## src/rtl/fix_pkg.sv

```systemverilog
// Shared types and constants for the FIX tag-10 checksum controller.
// Holds the FSM/error enums, the result record and the shift-add decimal helper.
package fix_pkg;

    localparam logic [7:0] SOH_DEFAULT = 8'h01;
    localparam logic [7:0] CH_ZERO     = 8'h30;
    localparam logic [7:0] CH_ONE      = 8'h31;
    localparam logic [7:0] CH_EQ       = 8'h3D;

    typedef enum logic [3:0] {
        IDLE, BODY, T1, T0, TEQ, D0, D1, D2, TERM, FLUSH
    } state_t;

    typedef enum logic [2:0] {
        ERR_OK       = 3'd0,
        ERR_MISMATCH = 3'd1,
        ERR_BADDIGIT = 3'd2,
        ERR_RANGE    = 3'd3,
        ERR_NOTERM   = 3'd4,
        ERR_TRUNC    = 3'd5
    } err_t;

    typedef struct packed {
        logic       pass;
        err_t       err;
        logic [7:0] calc;
        logic [7:0] rcv;
    } result_t;

    // d0*100 + d1*10 + d2 using only shifts and adds; max 999 fits in 10 bits
    function automatic logic [9:0] dec3(input logic [3:0] d0,
                                       input logic [3:0] d1,
                                       input logic [3:0] d2);
        logic [9:0] a, b, c;
        a = {6'd0, d0};
        b = {6'd0, d1};
        c = {6'd0, d2};
        return (a << 6) + (a << 5) + (a << 2) + (b << 3) + (b << 1) + c;
    endfunction

endpackage

```

## src/rtl/fix_ascii_digit.sv

```systemverilog
// Combinational ASCII decimal digit decoder: value of '0'..'9' plus a validity flag.
module fix_ascii_digit
    import fix_pkg::*;
(
    input  logic [7:0] chr_i,
    output logic [3:0] val_o,
    output logic       is_digit_o
);

    assign is_digit_o = (chr_i >= CH_ZERO) && (chr_i <= (CH_ZERO + 8'd9));
    assign val_o      = chr_i[3:0];

endmodule

```

## src/rtl/fix_checksum_ctrl.sv

```systemverilog
// FIX tag-10 checksum verifier: accumulates the mod-256 sum, parses the trailer digits
// and presents a held result record under a valid/ack handshake.
module fix_checksum_ctrl
    import fix_pkg::*;
#(
    parameter logic [7:0]  SOH_CHAR = SOH_DEFAULT,
    parameter int unsigned LEN_W    = 16
) (
    input  logic             clk,
    input  logic             rst_n,
    input  logic [7:0]       data_i,
    input  logic             valid_i,
    input  logic             sop_i,
    input  logic             eop_i,
    output logic             res_valid_o,
    input  logic             res_ack_i,
    output logic             pass_o,
    output logic [2:0]       err_o,
    output logic [7:0]       calc_sum_o,
    output logic [7:0]       rcv_sum_o,
    output logic [LEN_W-1:0] msg_len_o,
    output logic             overrun_o
);

    state_t           state_q, state_d;
    logic [7:0]       sum_q, sum_d;
    logic [7:0]       soh_q, soh_d;
    logic [7:0]       calc_q, calc_d;
    logic [3:0]       dg0_q, dg0_d, dg1_q, dg1_d, dg2_q, dg2_d;
    logic [LEN_W-1:0] len_q, len_d;

    logic             res_valid_q, res_valid_d;
    result_t          rec_q, rec_d;
    logic [LEN_W-1:0] olen_q, olen_d;
    logic             ovr_q, ovr_d;

    logic             rep_v;
    result_t          rep;
    logic [LEN_W-1:0] rep_len;

    logic [3:0]       dig_val;
    logic             dig_ok;
    logic [7:0]       sum_nx;
    logic [LEN_W-1:0] len_nx;
    logic [9:0]       rcv10;
    logic             is_soh;

    fix_ascii_digit u_digit (
        .chr_i      (data_i),
        .val_o      (dig_val),
        .is_digit_o (dig_ok)
    );

    assign sum_nx = sum_q + data_i;
    assign len_nx = (len_q == '1) ? len_q : len_q + LEN_W'(1);
    assign rcv10  = dec3(dg0_q, dg1_q, dg2_q);
    assign is_soh = (data_i == SOH_CHAR);

    always_comb begin
        state_d = state_q;
        sum_d   = sum_q;
        soh_d   = soh_q;
        calc_d  = calc_q;
        dg0_d   = dg0_q;
        dg1_d   = dg1_q;
        dg2_d   = dg2_q;
        len_d   = len_q;
        rep_v   = 1'b0;
        rep     = '0;
        rep_len = len_q;

        if (valid_i && sop_i) begin
            // A sop inside an active message aborts it; the same byte opens the next one
            if (state_q != IDLE && state_q != FLUSH) begin
                rep_v    = 1'b1;
                rep.err  = ERR_TRUNC;
                rep.calc = sum_q;
                rep_len  = len_q;
            end
            sum_d = data_i;
            len_d = LEN_W'(1);
            if (is_soh) begin
                state_d = T1;
                soh_d   = data_i;
            end else begin
                state_d = BODY;
            end
            if (eop_i) begin
                state_d = IDLE;
                if (!rep_v) begin
                    rep_v    = 1'b1;
                    rep.err  = ERR_TRUNC;
                    rep.calc = data_i;
                    rep_len  = LEN_W'(1);
                end
            end
        end else if (valid_i) begin
            case (state_q)
                IDLE: ;
                FLUSH: if (eop_i) state_d = IDLE;
                default: begin
                    sum_d = sum_nx;
                    len_d = len_nx;
                    case (state_q)
                        BODY, T1, T0, TEQ: begin
                            if (is_soh) begin
                                soh_d   = sum_nx;
                                state_d = T1;
                            end else if (state_q == T1 && data_i == CH_ONE) begin
                                state_d = T0;
                            end else if (state_q == T0 && data_i == CH_ZERO) begin
                                state_d = TEQ;
                            end else if (state_q == TEQ && data_i == CH_EQ) begin
                                state_d = D0;
                                calc_d  = soh_q;
                            end else begin
                                state_d = BODY;
                            end
                        end
                        D0, D1, D2: begin
                            if (dig_ok) begin
                                case (state_q)
                                    D0:      begin dg0_d = dig_val; state_d = D1;   end
                                    D1:      begin dg1_d = dig_val; state_d = D2;   end
                                    default: begin dg2_d = dig_val; state_d = TERM; end
                                endcase
                            end else begin
                                rep_v    = 1'b1;
                                rep.err  = ERR_BADDIGIT;
                                rep.calc = calc_q;
                                rep_len  = len_nx;
                                state_d  = eop_i ? IDLE : FLUSH;
                            end
                        end
                        TERM: begin
                            rep_v    = 1'b1;
                            rep.calc = calc_q;
                            rep.rcv  = rcv10[7:0];
                            rep_len  = len_nx;
                            state_d  = IDLE;
                            if (!is_soh) begin
                                rep.err = ERR_NOTERM;
                                state_d = eop_i ? IDLE : FLUSH;
                            end else if (rcv10 > 10'd255) begin
                                rep.err = ERR_RANGE;
                            end else if (rcv10[7:0] != calc_q) begin
                                rep.err = ERR_MISMATCH;
                            end else begin
                                rep.err  = ERR_OK;
                                rep.pass = 1'b1;
                            end
                        end
                        default: ;
                    endcase
                    // Digit/terminator errors on the eop byte take precedence over truncation
                    if (eop_i && !rep_v && state_q != TERM) begin
                        rep_v    = 1'b1;
                        rep.err  = ERR_TRUNC;
                        rep.calc = sum_nx;
                        rep_len  = len_nx;
                        state_d  = IDLE;
                    end
                end
            endcase
        end
    end

    always_comb begin
        res_valid_d = res_valid_q;
        rec_d       = rec_q;
        olen_d      = olen_q;
        ovr_d       = ovr_q;
        if (res_valid_q && res_ack_i) begin
            res_valid_d = 1'b0;
            ovr_d       = 1'b0;
        end
        if (rep_v) begin
            if (res_valid_q && !res_ack_i) begin
                ovr_d = 1'b1;
            end else begin
                res_valid_d = 1'b1;
                rec_d       = rep;
                olen_d      = rep_len;
            end
        end
    end

    always_ff @(posedge clk or negedge rst_n) begin
        if (!rst_n) begin
            state_q     <= IDLE;
            sum_q       <= '0;
            soh_q       <= '0;
            calc_q      <= '0;
            dg0_q       <= '0;
            dg1_q       <= '0;
            dg2_q       <= '0;
            len_q       <= '0;
            res_valid_q <= 1'b0;
            rec_q       <= '0;
            olen_q      <= '0;
            ovr_q       <= 1'b0;
        end else begin
            state_q     <= state_d;
            sum_q       <= sum_d;
            soh_q       <= soh_d;
            calc_q      <= calc_d;
            dg0_q       <= dg0_d;
            dg1_q       <= dg1_d;
            dg2_q       <= dg2_d;
            len_q       <= len_d;
            res_valid_q <= res_valid_d;
            rec_q       <= rec_d;
            olen_q      <= olen_d;
            ovr_q       <= ovr_d;
        end
    end

    assign res_valid_o = res_valid_q;
    assign pass_o      = rec_q.pass;
    assign err_o       = rec_q.err;
    assign calc_sum_o  = rec_q.calc;
    assign rcv_sum_o   = rec_q.rcv;
    assign msg_len_o   = olen_q;
    assign overrun_o   = ovr_q;

endmodule

```

## config.mk

```make
export PLATFORM = sky130hd
export DESIGN_NAME = fix_checksum_ctrl
export DESIGN_NICKNAME = d
export VERILOG_FILES = /design/src/rtl/fix_pkg.sv /design/src/rtl/fix_ascii_digit.sv /design/src/rtl/fix_checksum_ctrl.sv
export SDC_FILE = /design/constraint.sdc
export NUM_CORES = 1
export LEC_CHECK = 0
export ABC_AREA = 1
export BUFFER_PORTS_ARGS = -buffer_cell sky130_fd_sc_hd__buf_2
export CELL_PAD_IN_SITES_DETAIL_PLACEMENT = 0
export CELL_PAD_IN_SITES_GLOBAL_PLACEMENT = 2
export CORE_MARGIN = 3
export CORE_UTILIZATION = 32
export DETAILED_ROUTE_END_ITERATION = 16
export GPL_TIMING_DRIVEN = 1
export PLACE_DENSITY = 0.84
export SLEW_MARGIN = 20
export SYNTH_ARGS = -nofsm -noshare
export SYNTH_HDL_FRONTEND = slang
export SYNTH_HIERARCHICAL = 1
export SYNTH_SLANG_ARGS = --single-unit
```

## constraint.sdc

```tcl
create_clock -name clk -period 2.9 [get_ports clk]
set_clock_uncertainty 0.1 [all_clocks]
set_input_delay 0.145 -clock clk [delete_from_list [all_inputs] [get_ports clk]]
set_output_delay 0.145 -clock clk [all_outputs]
set_load 0.02 [all_outputs]
```

==> results.md <==
- The flow ran to the end, but the final reports show violations.
- The checks that failed: setup timing.
- The final wirelength is 17.8 mm.
- The timing-limited maximum frequency is 0.322 GHz.
- The critical path in this run is classified as reg -> reg.
- The finished layout holds 1120 standard cells, fillers aside.
- The worst setup path is captured at a flop.
- The initial antenna violation count is 0.
- Along the worst path, the maximum fanout reaches 2.
- The floorplan step set the die height to 143 um.
- The most used flip-flop cell after synthesis is dfrtp_1.
- After the last flow step, the layout net total stands at 931.
- Entering global routing, the biggest net connects 76 pins.
- At the pin with the least slew margin, the transition time is 0.789 ns.
- After Yosys synthesis, full adders, half adders and majority gates account for 7.42% of the synthesized area.
- The number of cells on the worst reg-to-reg path is 17.
- The number of hold violations in the final report is 0.
- In this run, synthesis produced a sequential element count of 94.
- The worst hold slack is 0.0182 ns.
- The number of max-slew violations in the final report was 0.
- The number of enable-type register cells in the synthesized netlist is 0.
- The total DRC errors in the routed layout is 0.
- The clock latency reported for the late side of the worst-skew pair is 0.35 ns.
- The initial cell density of the core is 33.1%.
- Power spread over the standard cell area amounts to 683 nW/um^2.
- Headroom to the max-slew limit came out at 47.3%.
- The placeable core area is 18300 um^2.
- Counting every net in the synthesized netlist gives 856.
- The internal power of the cells is 2980 uW.
- VDD sags by at most 0.341 mV.
- The total chip power is 4900 uW.
- The TritonCTS clock tree is done.
- The number of detailed-routing iterations run before antenna repair is 7.
- 52 I/O pins were placed.
- The width of the die is 143 um.
- The sequential fraction of design power is 36.6%.
- The number of global-route vias before repair is 5324.
- Clock tree synthesis inserted a total of 9 buffers.
- The synthesized netlist contains 41 unique library cells.
- Setup repair after global routing could not meet its margin everywhere.
- Setup total negative slack on the finished layout was measured at -0.469 ns.
- The area of the mapped netlist is 6040 um^2.
- The synthesis warning total is 6.
- Routability-driven placement finished with a final weighted congestion of 0.889.
- In this run the deepest clock path goes through 2 buffers.
- The mean routed wirelength per cell is 15.9 um.
- Of the total power, combinational logic draws 36.9%.
- The multiplexer fraction of the synthesized cell area is 0.746%.
- The fraction of synthesized cell area in xor and xnor cells is 2.61%.
- The count of input and output buffers is 51.
- The number of sinks driven by the clock tree is 94.
- The fraction of power consumed by the clock network is 26.5%.
- The share of the synthesized area in compound gates (AO/OA/AOI/OAI) is 15.9%.
- The post-layout minimum cycle time is 3.11 ns.
- Among the stages of the critical path, the cell type that occurs most often is nand2_1.
- The number of DRC violations after detailed-routing iteration 0 is 351.
- The final count of negative-setup-slack endpoints is 3.
- The slowest stage of the critical path is the fa_2 cell.
- Once routing completed, OpenROAD measured the worst setup slack at -0.208 ns.
- At the worst endpoint, the arrival time is 3.25 ns.
- The path class of the tightest hold or removal check is in -> reg.
- The count of max-cap constraint violations is 0.
- The fraction of layout cells with a size suffix above 1 is 15.6%.
- The first-pass GRT wire length is 29.1 mm.
- In the synthesized netlist the async set-or-reset flop fraction comes to 100%.
- After legalization and detailed placement, the total HPWL measured 13.5 mm.
- Walking the worst path, the cells encountered are inv_2 > fa_1 > fa_1 > inv_2 > ha_4 > fa_2 > nand2_1 > nand2_1 > nand3_1 > nor2_1 > nand3_1 > nor2_1 > nand3_1 > nand2_1 > nand2_1 > nand2_1 > a21oi_1.
- After clock tree synthesis, the clock-pin slew on the worst setup and hold paths is 0.07 ns.
- The worst hold path was traced through 3 stages.
- The dominant combinational cell family by area after synthesis is simple AND/OR/NAND/NOR gates.
- The reported leakage power is 0.00358 uW.
- The buffer type at the clock tree root is clkbuf_16.
- The fraction of the cycle the final worst path needs is 107%.
- The delay of the slowest cell on the worst path is 0.53 ns.
- The total vias in the final route is 5498.
- The die outline area is 20600 um^2.
- The overflow left after global routing is 0.
- The sequential cell area fraction in the yosys report is 38.9%.
- The startpoint class of the critical path is a flop.
- The placed cell area is 6690 um^2.
- The data required time of the worst path is 3.04 ns.
- The synthesized area per cell is 7.45 um^2.
- The cell area after layout is 7170 um^2.
- Once detail routing completed, the nets flagged for antenna violations numbered 0.
- The share of synthesized cell area in and, or, nand and nor gates is 24.1%.
- The switching power share of the total is 39.2%.
- For this run, the total global-route usage over all layers was measured as 18.0%.
- Using the TritonRoute via totals, the vias-per-cell ratio works out to 4.91.
- The placed instance count is 1096.
- The count of antenna diodes in the layout is 0.
- The floorplan has 49 rows.
- From synthesis to final layout, the design area changed by 18.7%.
- CTS built an H-tree with a depth of 3.
- After technology mapping, the gate count stands at 811.
- The total net switching power is 1920 uW.
==> area by class of cell <==
cell class	instances	area [um^2]
Fill cell	1934	11100
Multi-Input combinational cell	564	3160
Sequential cell	94	2350
Timing Repair Buffer	91	582
Inverter	126	475
Tap cell	229	287
Clock buffer	12	246
Clock inverter	4	70.1
==> cell usage after synthesis, types with 3 or more instances <==
cell type | count | area [um^2]
nor3_1 | 10 | 50.1
nand3b_1 | 4 | 30.0
ha_1 | 23 | 288
nor2_2 | 3 | 18.8
a31oi_1 | 12 | 75.1
nand3_1 | 43 | 215
o211ai_1 | 8 | 60.1
nand2_2 | 3 | 18.8
clkbuf_1 | 12 | 45.0
o22ai_1 | 10 | 62.6
nor2_1 | 76 | 285
buf_2 | 8 | 40.0
nand2_1 | 170 | 638
a22oi_1 | 5 | 37.5
nand4_1 | 10 | 62.6
nand2_4 | 4 | 45.0
dfrtp_1 | 94 | 2350
a21oi_1 | 60 | 300
fa_1 | 8 | 160
o21ai_0 | 80 | 400
xnor2_1 | 3 | 26.3
xor2_1 | 15 | 131
buf_4 | 4 | 30.0
mux2_2 | 3 | 33.8
inv_1 | 122 | 458
==> power by group through the flow <==
stage	Combinational (uW)	Clock, uW	Sequential, uW
after floorplan	1010	0	2010
after global placement	1810	0	1810
after detailed placement	1800	0	1820
after CTS	1810	1330	1800
after global routing	2040	1380	1840
final	1810	1300	1790
==> stage by stage <==
step	utilization (%)	setup WS, ns
finish	39.3	-0.208
global route	39.3	-0.359
CTS	38.7	-0.225
detailed placement	36.6	-0.271
global placement	36.6	-0.217
floorplan	-	-0.0931
==> logic make-up (layout without fill, tap and decap cells) <==
group	after synthesis	after routing
flops	94	94
fa+ha+maj	31	31
simple gates	332	332
xor+xnor	18	18
compound gates	179	179
mux	4	4
buf+inv	153	233
==> sequential cells by signal, summed over array words and instances (netlist names), 4 cells and up <==
name and cells:
calc_q 8, calc_sum_o 8, dg0_q 4, dg1_q 4, dg2_q 4, len_q 16, msg_len_o 16, rcv_sum_o 8
soh_q 8, state_q 4, sum_q 8
==> layout by cell type, fill, tap and decap left out, types with 3 or more instances in the layout <==
| cell | n |
|---|---|
| buf_4 | 34 |
| nand2_4 | 4 |
| nand3_1 | 43 |
| dfrtp_1 | 94 |
| xnor2_1 | 3 |
| buf_2 | 50 |
| a21oi_1 | 60 |
| buf_6 | 5 |
| fa_1 | 6 |
| nand2_1 | 170 |
| xor2_1 | 15 |
| nor2_1 | 76 |
| nand2_2 | 3 |
| o21ai_0 | 78 |
| o22ai_1 | 10 |
| a31oi_1 | 12 |
| mux2_2 | 3 |
| ha_1 | 17 |
| nor2_2 | 3 |
| ha_4 | 6 |
| nand3b_1 | 4 |
| inv_2 | 6 |
| nand4_1 | 10 |
| inv_1 | 118 |
| nor3_1 | 10 |
| o211ai_1 | 8 |
| clkbuf_16 | 9 |
| a22oi_1 | 5 |
==> path summary, 6_finish.rpt <==
check,startpoint,endpoint,slack (ns)
worst max-delay path,dg1_q[0],err_o[0],-0.21
worst min-delay path,data_i[6],sum_q[6],0.02
worst max register to register,dg1_q[0],err_o[0],-0.21
worst min register to register,msg_len_o[0],msg_len_o[0],0.37
max in group asynchronous,rst_n,dg0_q[0],1.76
min in group asynchronous,rst_n,msg_len_o[4],0.28
==> per-layer routing <==
metal	track usage (%)	part of all wire [%]
met3	3.06	4.2
met5	0	0
met4	4.16	1.1
met1	26.4	50
met2	28.0	44
==> critical path: cells and delay by family, from the launching register on <==
kind | cells | cell delay, ns
AND/OR/NAND/NOR | 10 | 0.72
flip-flops | 1 | 0.36
buffers and inverters | 2 | 0.09
adder cells (fa/ha/maj) | 4 | 1.67
AO/OA/AOI/OAI | 1 | 0.05
==> timing repair <==
action                     CTS  global route
resized for setup            8            13
hold buffers                 2             0
setup endpoints to repair    3             5
hold endpoints to repair    74             0
setup buffers                5             1
gates cloned                 0             0
pin swaps                    3             1
(Power assumes the default switching activity.)
